## src/rtl/aplic_src_gateway.sv

```systemverilog
// APLIC interrupt source gateway.
// Each source goes through a private synchronizer and is rectified by its mode.
// A per-source pending bit is then maintained as a latched edge, a level
// follower, or a software-only bit. No state is shared between sources.
module aplic_src_gateway #(
  parameter int unsigned NR_SRC      = 32,
  parameter int unsigned SYNC_STAGES = 2
) (
  input  logic                   i_clk,
  input  logic                   ni_rst,
  input  logic [NR_SRC-1:0]      i_irq_sources,
  input  logic [NR_SRC-1:0][2:0] i_sourcecfg,
  input  logic [NR_SRC-1:0]      i_cfg_we,
  input  logic [NR_SRC-1:0]      i_setip,
  input  logic [NR_SRC-1:0]      i_clrip,
  input  logic [NR_SRC-1:0]      i_claim,
  output logic [NR_SRC-1:0]      o_rectified,
  output logic [NR_SRC-1:0]      o_pending
);

  // Source modes. Codes 2 and 3 are reserved and fall into the inactive branch.
  localparam logic [2:0] MODE_INACTIVE = 3'd0;
  localparam logic [2:0] MODE_DETACHED = 3'd1;
  localparam logic [2:0] MODE_EDGE1    = 3'd4;
  localparam logic [2:0] MODE_EDGE0    = 3'd5;
  localparam logic [2:0] MODE_LEVEL1   = 3'd6;
  localparam logic [2:0] MODE_LEVEL0   = 3'd7;

  // Reject illegal parameterisations at elaboration.
  if ((NR_SRC < 1) || (NR_SRC > 1023)) begin : g_bad_nr_src
    $fatal(1, "aplic_src_gateway: NR_SRC must be in 1..1023");
  end
  if ((SYNC_STAGES < 2) || (SYNC_STAGES > 4)) begin : g_bad_sync_stages
    $fatal(1, "aplic_src_gateway: SYNC_STAGES must be in 2..4");
  end

  logic [NR_SRC-1:0] sync_q [SYNC_STAGES];
  logic [NR_SRC-1:0] sync_last;
  logic [NR_SRC-1:0] rect;
  logic [NR_SRC-1:0] prev_q;
  logic [NR_SRC-1:0] edge_det;
  logic [NR_SRC-1:0] pend_q;
  logic [NR_SRC-1:0] pend_d;

  assign sync_last = sync_q[SYNC_STAGES-1];

  // Synchronizer chain: stage 0 samples the raw wires, the last stage feeds logic.
  always_ff @(posedge i_clk or negedge ni_rst) begin
    if (!ni_rst) begin
      for (int s = 0; s < SYNC_STAGES; s++) begin
        sync_q[s] <= '0;
      end
    end else begin
      sync_q[0] <= i_irq_sources;
      for (int s = 1; s < SYNC_STAGES; s++) begin
        sync_q[s] <= sync_q[s-1];
      end
    end
  end

  // Rectify by mode and detect rising edges of the rectified value.
  // Only modes 4..7 (bit 2 set) look at the wire; bit 0 selects inversion,
  // so Edge0/Level0 read as 1 while the synchronizer holds reset zeros.
  // A config write masks the edge so the old prev value never pairs with
  // the new mode's rectified value.
  always_comb begin
    rect     = '0;
    edge_det = '0;
    for (int i = 0; i < NR_SRC; i++) begin
      rect[i]     = i_sourcecfg[i][2] & (sync_last[i] ^ i_sourcecfg[i][0]);
      edge_det[i] = rect[i] & ~prev_q[i] & ~i_cfg_we[i];
    end
  end

  // Next pending value per source. In the set/clear modes, set wins over clear
  // so a coincident edge or software set is never lost.
  always_comb begin
    pend_d = '0;
    for (int i = 0; i < NR_SRC; i++) begin
      case (i_sourcecfg[i])
        MODE_DETACHED: begin
          pend_d[i] = i_setip[i] | (pend_q[i] & ~(i_clrip[i] | i_claim[i]));
        end
        MODE_EDGE1, MODE_EDGE0: begin
          pend_d[i] = edge_det[i] | i_setip[i] |
                      (pend_q[i] & ~(i_clrip[i] | i_claim[i]));
        end
        MODE_LEVEL1, MODE_LEVEL0: begin
          pend_d[i] = rect[i] & ~i_claim[i];
        end
        MODE_INACTIVE: begin
          pend_d[i] = 1'b0;
        end
        default: begin
          pend_d[i] = 1'b0;
        end
      endcase
    end
  end

  // prev tracks the rectified value under the current mode, including in a
  // write cycle, so the following cycle compares against the new mode.
  always_ff @(posedge i_clk or negedge ni_rst) begin
    if (!ni_rst) begin
      prev_q <= '0;
    end else begin
      prev_q <= rect;
    end
  end

  // Pending register.
  always_ff @(posedge i_clk or negedge ni_rst) begin
    if (!ni_rst) begin
      pend_q <= '0;
    end else begin
      pend_q <= pend_d;
    end
  end

  assign o_rectified = rect;
  assign o_pending   = pend_q;

endmodule
```

## config.mk

```make
export PLATFORM = sky130hd
export DESIGN_NAME = aplic_src_gateway
export DESIGN_NICKNAME = d
export VERILOG_FILES = /design/src/rtl/aplic_src_gateway.sv
export SDC_FILE = /design/constraint.sdc
export NUM_CORES = 1
export LEC_CHECK = 0
export CAP_MARGIN = 30
export CORE_MARGIN = 8
export CORE_UTILIZATION = 39
export CTS_BUF_LIST = sky130_fd_sc_hd__clkbuf_16
export CTS_CLUSTER_SIZE = 12
export DETAILED_ROUTE_END_ITERATION = 10
export GPL_TIMING_DRIVEN = 0
export PLACE_DENSITY_LB_ADDON = 0.12
export SYNTH_ARGS = -nofsm -noshare
export SYNTH_HDL_FRONTEND = slang
export SYNTH_SLANG_ARGS = --single-unit
```

## constraint.sdc

```tcl
create_clock -name i_clk -period 1.1 [get_ports i_clk]
set_input_delay 0.22 -clock i_clk [delete_from_list [all_inputs] [get_ports i_clk]]
set_output_delay 0.22 -clock i_clk [all_outputs]
set_load 0.02 [all_outputs]
```

==> flow_metrics.tcl, run 1 <==
set metrics [dict create \
    yosys-top-cells-area "dfrtp_1, and3b_1, o221ai_2" \
    cp.arrival_ns 1.27 \
    r2r_end "o_pending[18]" \
    dp_hpwl_um 15400 \
    antenna_found_initial 0 \
    cts_max_path_buffers 2 \
    fp.dieW_um 137 \
    die_area_sq_mm 0.0188 \
    start_kind "flip-flop" \
    syn2layout_area_growth_pct 80.8 \
    cts_tree "yes" \
    timing.slew.headroom 0.534 \
    synth_nets 738 \
    synth_top_area_cell "dfrtp_1" \
    core-area_sq_mm 0.0144 \
    cts_root_buf "clkbuf_16" \
    leakagePower_nw 4.84 \
    violations "negative hold slack, negative setup slack" \
    num_vias 5193 \
    reg2reg_depth 5 \
    ys_seq_area_frac 0.559 \
    grt_pass1_wl_um 29300 \
    drive_gt1_frac 0.233 \
    fp-row-count 44 \
    route.detailed.drc 0 \
    syn_inst 480 \
    numCtsBuffers 17 \
    wl_per_cell_um 18.3 \
    wl_met2_um 10400 \
    synth_cell_types 11 \
    status "finished, violations left" \
    critPathKind "flip-flop to output pin" \
    hold_violations 71 \
    grt_max_degree 73 \
    whs_ns -0.161 \
    rsz0062_at_grt "true" \
    crit_fanout 2 \
    wl_met1_um 6710 \
    via_per_inst 4.89 \
    cts.sinks 128 \
    endpoint_kind "output pin" \
    drtIter0Drc 154 \
    avgSynthCellArea_sq_um 11.9 \
    cap_violations 0 \
    wl_um 19400 \
    worst_slack_ns -0.390 \
    grt_pass1_vias 5748 \
    syn-cell-area_sq_mm 0.00573 \
    total_power_mw 14.3 \
    grt_overflow 0 \
    cts.htree.levels 4 \
    r2r-start "sync_last[18]" \
    grt_usage 0.204 \
    cp.required_ns 0.88 \
    final_area_sq_mm 0.0104 \
    yosysWarnings 0 \
    cp_slowest_stage_delay_ns 0.40 \
    dr_wl_met3_um 1880 \
    die_h_um 137 \
    worst_pin_slew_ns 0.700 \
    setup_violations 66 \
    cp_cell_sequence "xor2_1 -> and2_4 -> buf_6" \
    clk_pin_slew_ns 0.06 \
    nets 1121 \
    slew_viol_final 0 \
    dpl_cell_area_sq_mm 0.00920 \
    crit_path_top_delay_cell "dfrtp_1" \
    io_pins 322 \
    hp-class "input pin to async pin" \
    r2r_slack_ns -0.04 \
    drtPass1Iterations 4 \
    min_period_ns 1.49 \
    max_freq_mhz 671 \
    clock_latency_ns 0.40 \
    finalCritPeriodShare 1.35 \
    peakVddDrop_mv 1.10 \
    ys_seq_elements 128 \
    routabilityCongestion 0.843 \
    routed.top_layer "met4" \
    yosys.area.top_type_share 0.559 \
    initial_core_util 0.397 \
    drtAntennaViolNets 0 \
    io_buffers 321 \
    skew_ns 0.00543 \
    power-per-cell-area_mw_per_mm2 1380 \
]
-- cell usage after synthesis --
library cell,count
and2_1,32
and3b_1,63
and3b_2,1
dfrtp_1,128
inv_1,32
nand2_1,64
nor2_1,32
nor3b_1,32
o221ai_1,32
o221ai_2,32
xor2_1,32
-- how the worst max path moves through the flow --
| stage | depth (start not counted) | slack (ns) | endpoint | start |
|---|---|---|---|---|
| final | 3 | -0.39 | o_rectified[18] | sync_last[18] |
| after global routing | 3 | -0.48 | o_rectified[0] | sync_last[0] |
| after CTS | 3 | -0.40 | o_rectified[0] | sync_last[0] |
| after detailed placement | 4 | -0.87 | o_rectified[2] | i_sourcecfg[6] |
| after global placement | 1 | -5.38 | sync_last[8] | ni_rst |
| after floorplan | 2 | 0.13 | o_rectified[0] | sync_last[0] |
-- state kept, by name, summed over array words and instances, names as in the netlist --
signal / flops
prev_q: 32
sync_last: 32
o_pending: 32
sync_q: 32
-- cell type report --
class	instances	area, sq um
fill	991	4070
sequential	128	3200
inverter	32	120
multi-input combinational	320	2490
timing repair buffer	364	3640
tap	184	230
antenna	1	2.50
clock inverter	15	241
clock buffer	17	425
-- cells in the final DEF, fill, tap and decap left out, types with 6 or more instances in the layout --
master / Yosys / layout
clkdlybuf4s50_1: 0 / 255
dfrtp_1: 128 / 128
buf_6: 0 / 65
nand2_1: 64 / 64
and3b_1: 63 / 63
buf_4: 0 / 42
inv_1: 32 / 33
nor2_1: 32 / 32
o221ai_2: 32 / 32
nor3b_1: 32 / 32
o221ai_1: 32 / 32
and2_4: 0 / 32
xor2_1: 32 / 31
clkbuf_16: 0 / 17
bufinv_16: 0 / 6
-- report_power, final --
part | total, mW | leakage, nW | switching (mW) | internal (mW)
clock network | 6.30 | 0.318 | 2.06 | 4.24
logic | 2.82 | 2.96 | 1.09 | 1.73
registers | 5.20 | 1.56 | 0.164 | 5.03
-- layer usage --
layer,track usage,vias to the layer above
met5,0,-
met4,0.0857,0
met3,0.0806,24
met2,0.375,206
met1,0.199,2468
li1,-,2495
-- critical path, delay by kind of cell (launching register included) --
family	cells	cell delay, ns
xor gates and xnor gates	1	0.18
buffers and inverters	1	0.11
DFF	1	0.40
and+or+nand+nor	1	0.18
-- stage by stage --
step	instances	setup TNS [ns]	util	worst slack [ns]	hold slack, ns
floorplan	480	0	-	0.132	-0.0756
global placement	985	-720.26	0.636	-5.38	0.332
detailed placement	986	-35.84	0.638	-0.869	0.296
CTS	1050	-13.82	0.710	-0.405	-0.143
global route	1060	-16.04	0.718	-0.479	-0.113
finish	1061	-12.40	0.718	-0.390	-0.161
-- timing repair --
item,in CTS,in global routing
pin swaps,55,11
setup endpoints to repair,64,68
hold endpoints to repair,71,71
setup buffers,32,11
gates resized for setup,407,12
-- cells by family after synthesis --
family,count (synthesis),share of synthesized area
compound gates,64,0.133
xor+xnor,32,0.0489
buf+inv,32,0.0210
flops,128,0.559
simple gates,224,0.238
No activity file was read; power rests on OpenSTA's default activity.
==> inputs of run 2 (changes only) <==
--- a/config.mk
+++ b/config.mk
@@ -6,6 +6,7 @@
 export NUM_CORES = 1
 export LEC_CHECK = 0
 export CAP_MARGIN = 30
+export CORE_ASPECT_RATIO = 2
 export CORE_MARGIN = 8
 export CORE_UTILIZATION = 39
 export CTS_BUF_LIST = sky130_fd_sc_hd__clkbuf_16
==> flow_metrics.tcl, run 2 (synthesis results as in run 1) <==
set metrics [dict create \
    grt_overflow 0 \
    finalCoreUtilization 0.722 \
    initial_core_util 0.399 \
    die_area_sq_mm 0.0191 \
    cts.sinks 128 \
    drtAntennaViolNets 0 \
    cts.htree.levels 4 \
    skew_ns 0.00737 \
    max_freq_mhz 668 \
    start_kind "flip-flop" \
    numCtsBuffers 17 \
    syn2layout_area_growth_pct 81.0 \
    grt_pass1_wl_um 31200 \
    dp_slack_ns -0.878 \
    antenna_found_initial 4 \
    grt_usage 0.215 \
    final.setup.tns_ns -13.08 \
    fp.dieW_um 102 \
    nets 1132 \
    cp.required_ns 0.88 \
    worst_pin_slew_ns 0.362 \
    dr_wl_met3_um 1430 \
    drive_gt1_frac 0.240 \
    via_per_inst 4.97 \
    violations "negative setup slack" \
    slew_viol_final 0 \
    power-per-cell-area_mw_per_mm2 1270 \
    routabilityCongestion 0.863 \
    finalCritPeriodShare 1.36 \
    drtIter0Drc 58 \
    min_period_ns 1.50 \
    total_power_mw 13.1 \
    setup_violations 69 \
    peakVddDrop_mv 1.08 \
    grt_pass1_vias 6047 \
    cts_tree "yes" \
    wl_met2_um 11900 \
    final_common_cell "clkdlybuf4s50_1" \
    wl_um 20600 \
    die_h_um 187 \
    num_vias 5380 \
    io_pins 322 \
    route.detailed.drc 0 \
    cp.arrival_ns 1.28 \
    clk_pin_slew_ns 0.06 \
    grt_max_degree 98 \
    fp-row-count 62 \
    wl_per_cell_um 19.0 \
    dp.cells 994 \
    hp-class "input pin to flip-flop" \
    hold_violations 0 \
    clock_latency_ns 0.41 \
    status "finished, violations left" \
    final_cells 1083 \
    final_cell_mix "clkdlybuf4s50_1, dfrtp_1, buf_6" \
    cts_root_buf "clkbuf_16" \
    endpoint_kind "output pin" \
    crit_fanout 2 \
    dp_hpwl_um 16100 \
    critPathKind "flip-flop to output pin" \
    timing.slew.headroom 0.759 \
    routed.top_layer "met4" \
    wl_met1_um 6570 \
    worst_slack_ns -0.397 \
    rsz0062_at_grt "true" \
    cap_violations 0 \
    io_buffers 321 \
    drtPass1Iterations 4 \
    leakagePower_nw 4.85 \
    core-area_sq_mm 0.0144 \
    cts_max_path_buffers 2 \
]
-- run 2: cell types whose count changed in the layout (fill, tap and decap cells not counted), sizes merged, moves of 2 or more --
cell and delta:
inv +3, bufinv -6, buf +9, clkinv +2
diode +3
-- run 2: what timing repair did --
item / in CTS / in global routing
buffers inserted: 38 / 14
endpoints found under the setup margin: 64 / 166
gates cloned: 0 / 1
pin swaps: 53 / 16
endpoints found under the hold margin: 31 / 0
hold buffers: 1 / 0
resized for setup: 406 / 22
-- run 2: worst paths after layout --
check	cells past startpoint	to	startpoint	slack [ns]
worst max register to register	5	o_pending[6]	sync_last[6]	-0.04
worst max-delay path	3	o_rectified[20]	sync_last[20]	-0.40
max in group asynchronous	3	sync_last[7]	ni_rst	0.20
worst min register to register	0	sync_last[26]	sync_q[58]	0.35
worst min-delay path	3	o_pending[19]	i_sourcecfg[57]	0.23
min in group asynchronous	2	prev_q[5]	ni_rst	0.28
-- run 2: area by class of cell --
class	count	area, sq um
fillers	1029	3980
repair buffers	375	3770
flip-flops and latches	128	3200
multi-input cells	320	2490
clock buffers	17	425
well taps	192	240
inverters	32	120
clock inverters	15	114
diodes	4	10.0
-- run 2: report_power, final --
group | internal, mW | total, mW | switching, mW | leakage (nW)
Combinational | 1.76 | 2.88 | 1.13 | 3.03
Clock | 2.90 | 5.07 | 2.17 | 0.258
Sequential | 5.03 | 5.20 | 0.172 | 1.56
-- run 2: metrics by stage --
step	cell area [sq um]	hold WS, ns
CTS	10200	0.226
detailed placement	9210	0.128
global route	10400	0.221
global placement	9180	0.331
floorplan	5730	-0.0756
finish	10400	0.234
-- run 2: worst max-delay path, cell delays in order, from the launching register on --
cell and delay (ns):
dfrtp_1 0.39, xor2_1 0.19, and2_4 0.17, buf_6 0.11
-- run 2: routing by layer --
metal / GRT usage / vias to the layer above
met4: 0.102 / 0
li1: - / 2523
met2: 0.404 / 205
met5: 0 / -
met3: 0.0727 / 42
met1: 0.194 / 2610
==> inputs of run 3 (changes only) <==
--- a/config.mk
+++ b/config.mk
@@ -8,12 +8,12 @@
 export CAP_MARGIN = 30
 export CORE_ASPECT_RATIO = 2
 export CORE_MARGIN = 8
-export CORE_UTILIZATION = 39
+export CORE_UTILIZATION = 25
 export CTS_BUF_LIST = sky130_fd_sc_hd__clkbuf_16
 export CTS_CLUSTER_SIZE = 12
 export DETAILED_ROUTE_END_ITERATION = 10
 export GPL_TIMING_DRIVEN = 0
-export PLACE_DENSITY_LB_ADDON = 0.12
+export PLACE_DENSITY = 0.66
 export SYNTH_ARGS = -nofsm -noshare
 export SYNTH_HDL_FRONTEND = slang
 export SYNTH_SLANG_ARGS = --single-unit
==> flow_metrics.tcl, run 3 (synthesis results as in run 1) <==
set metrics [dict create \
    status "finished, violations left" \
    violations "negative hold slack, negative setup slack" \
    clock_latency_ns 0.43 \
    timing.slew.headroom 0.515 \
    skew_ns 0.00639 \
    wl_per_cell_um 18.0 \
    critPathKind "flip-flop to output pin" \
    antenna_found_initial 6 \
    die_area_sq_mm 0.0283 \
    grt_overflow 0 \
    min_period_ns 1.51 \
    cts_max_path_buffers 2 \
    final.setup.tns_ns -14.20 \
    drtIter0Drc 133 \
    whs_ns -0.201 \
    cts_tree "yes" \
    crit_path_top_delay_cell "dfrtp_1" \
    crit_cells 3 \
    cp_cell_sequence "xor2_1 -> and2_4 -> buf_6" \
    cp.required_ns 0.88 \
    fp.dieW_um 123 \
    final_common_cell "clkdlybuf4s50_1" \
    drive_gt1_frac 0.225 \
    seqPwrFrac 0.363 \
    cp_top_family "flip-flops" \
    dpl_cell_area_sq_mm 0.00932 \
    grt_pass1_wl_um 31500 \
    cp_slowest_stage_delay_ns 0.39 \
    max_freq_mhz 662 \
    io_buffers 321 \
    critical_path_buf_inv_count 1 \
    num_vias 5229 \
    intPower_mw 10.9 \
    drtPass1Iterations 6 \
    dp_slack_ns -0.872 \
    worst_pin_slew_ns 0.728 \
    cp.arrival_ns 1.29 \
    finalCritPeriodShare 1.37 \
    endpoint_kind "output pin" \
    fillers 2149 \
    cap_violations 0 \
    drtAntennaViolNets 0 \
    grt_pass1_vias 5768 \
    pwr-share-clk 0.441 \
    total_power_mw 14.3 \
    routabilityCongestion 0.844 \
    leakagePower_nw 4.82 \
    route.detailed.drc 0 \
    grt_max_degree 73 \
    fp-row-count 78 \
    die_h_um 230 \
    final_area_sq_mm 0.0104 \
    clk_pin_slew_ns 0.06 \
    syn2layout_area_growth_pct 82.3 \
    grt_usage 0.150 \
    crit_fanout 2 \
    core-area_sq_mm 0.0226 \
    power-per-cell-area_mw_per_mm2 1370 \
    final_cell_mix "clkdlybuf4s50_1, dfrtp_1, buf_6" \
    cts.htree.levels 4 \
    worst_slack_ns -0.410 \
    switching_share 0.236 \
    hp-class "input pin to async pin" \
    io_pins 322 \
    cts.sinks 128 \
    initial_core_util 0.253 \
    wl_um 20800 \
    via_per_inst 4.52 \
    slew_viol_final 0 \
    setup_violations 67 \
    cts_root_buf "clkbuf_16" \
    hold_violations 71 \
    peakVddDrop_mv 1.16 \
    combPwrFrac 0.197 \
    numCtsBuffers 17 \
    reg2reg_depth 5 \
    dp_hpwl_um 17100 \
    p_sw_mw 3.37 \
    nets 1119 \
    start_kind "flip-flop" \
    rsz0062_at_grt "true" \
]
[run 3: cell count changes in the layout (fill, tap and decap cells not counted), moves of 2 or more]
| cell | previous run | this run |
|---|---|---|
| clkinvlp_4 | 4 | 2 |
| inv_6 | 4 | 0 |
| diode_2 | 4 | 2 |
| buf_6 | 71 | 67 |
| buf_4 | 45 | 38 |
| dlymetal6s2s_1 | 2 | 0 |
| clkdlybuf4s50_1 | 254 | 256 |
| clkinv_4 | 4 | 0 |
| bufinv_16 | 0 | 6 |
| inv_1 | 33 | 35 |
[run 3: final timing paths]
check                      slack (ns)               from              end
max                             -0.41      sync_last[30]  o_rectified[30]
min                             -0.20             ni_rst       prev_q[29]
max reg2reg                     -0.03       sync_last[1]     o_pending[1]
min reg2reg                      0.34         sync_q[41]     sync_last[9]
max in group asynchronous        0.54             ni_rst       sync_q[41]
min in group i_clk               0.22  i_irq_sources[30]       sync_q[62]
[run 3: routing by layer]
| layer | global-route usage | vias up | wire length, um |
|---|---|---|---|
| li1 | - | 2492 | - |
| met1 | 0.125 | 2503 | 6260 |
| met2 | 0.282 | 174 | 12000 |
| met3 | 0.0604 | 52 | 1750 |
| met4 | 0.0848 | 8 | 782 |
| met5 | 0 | - | 46 |
[run 3: area by class of cell]
class	instances	area, sq um	area share
timing repair buffer	362	3630	0.348
sequential	128	3200	0.307
multi-input combinational	320	2480	0.237
antenna	2	5.00	0.000480
clock buffer	17	425	0.0408
clock inverter	15	225	0.0216
inverter	32	120	0.0115
tap	280	350	0.0336
[run 3: through the flow]
| step | instances | hold slack [ns] | util |
|---|---|---|---|
| floorplan | 480 | -0.0756 | - |
| global route | 1156 | -0.153 | 0.461 |
| finish | 1156 | -0.201 | 0.461 |
| global placement | 1081 | 0.332 | 0.410 |
| detailed placement | 1082 | 0.299 | 0.412 |
| CTS | 1143 | -0.183 | 0.456 |
[run 3: worst register-to-register path: stages (launching register included)]
cell,delay (ns)
dfrtp_1,0.38
buf_4,0.13
buf_4,0.12
and3b_1,0.17
o221ai_2,0.13
nand2_1,0.07
[run 3: repair_timing]
item | CTS | global route
resized for setup | 422 | 6
pin swaps | 53 | 13
hold endpoints to repair | 71 | 71
setup endpoints to repair | 64 | 67
buffers inserted | 29 | 12
[run 3: power groups by stage]
stage                     clock network, mW  logic (mW)  registers (mW)
after detailed placement                  0        2.56            5.26
after global routing                   6.71        3.02            5.23
final                                  6.31        2.82            5.19
after floorplan                           0       0.691            5.37
after global placement                    0        2.53            5.26
after CTS                              6.53        2.80            5.20
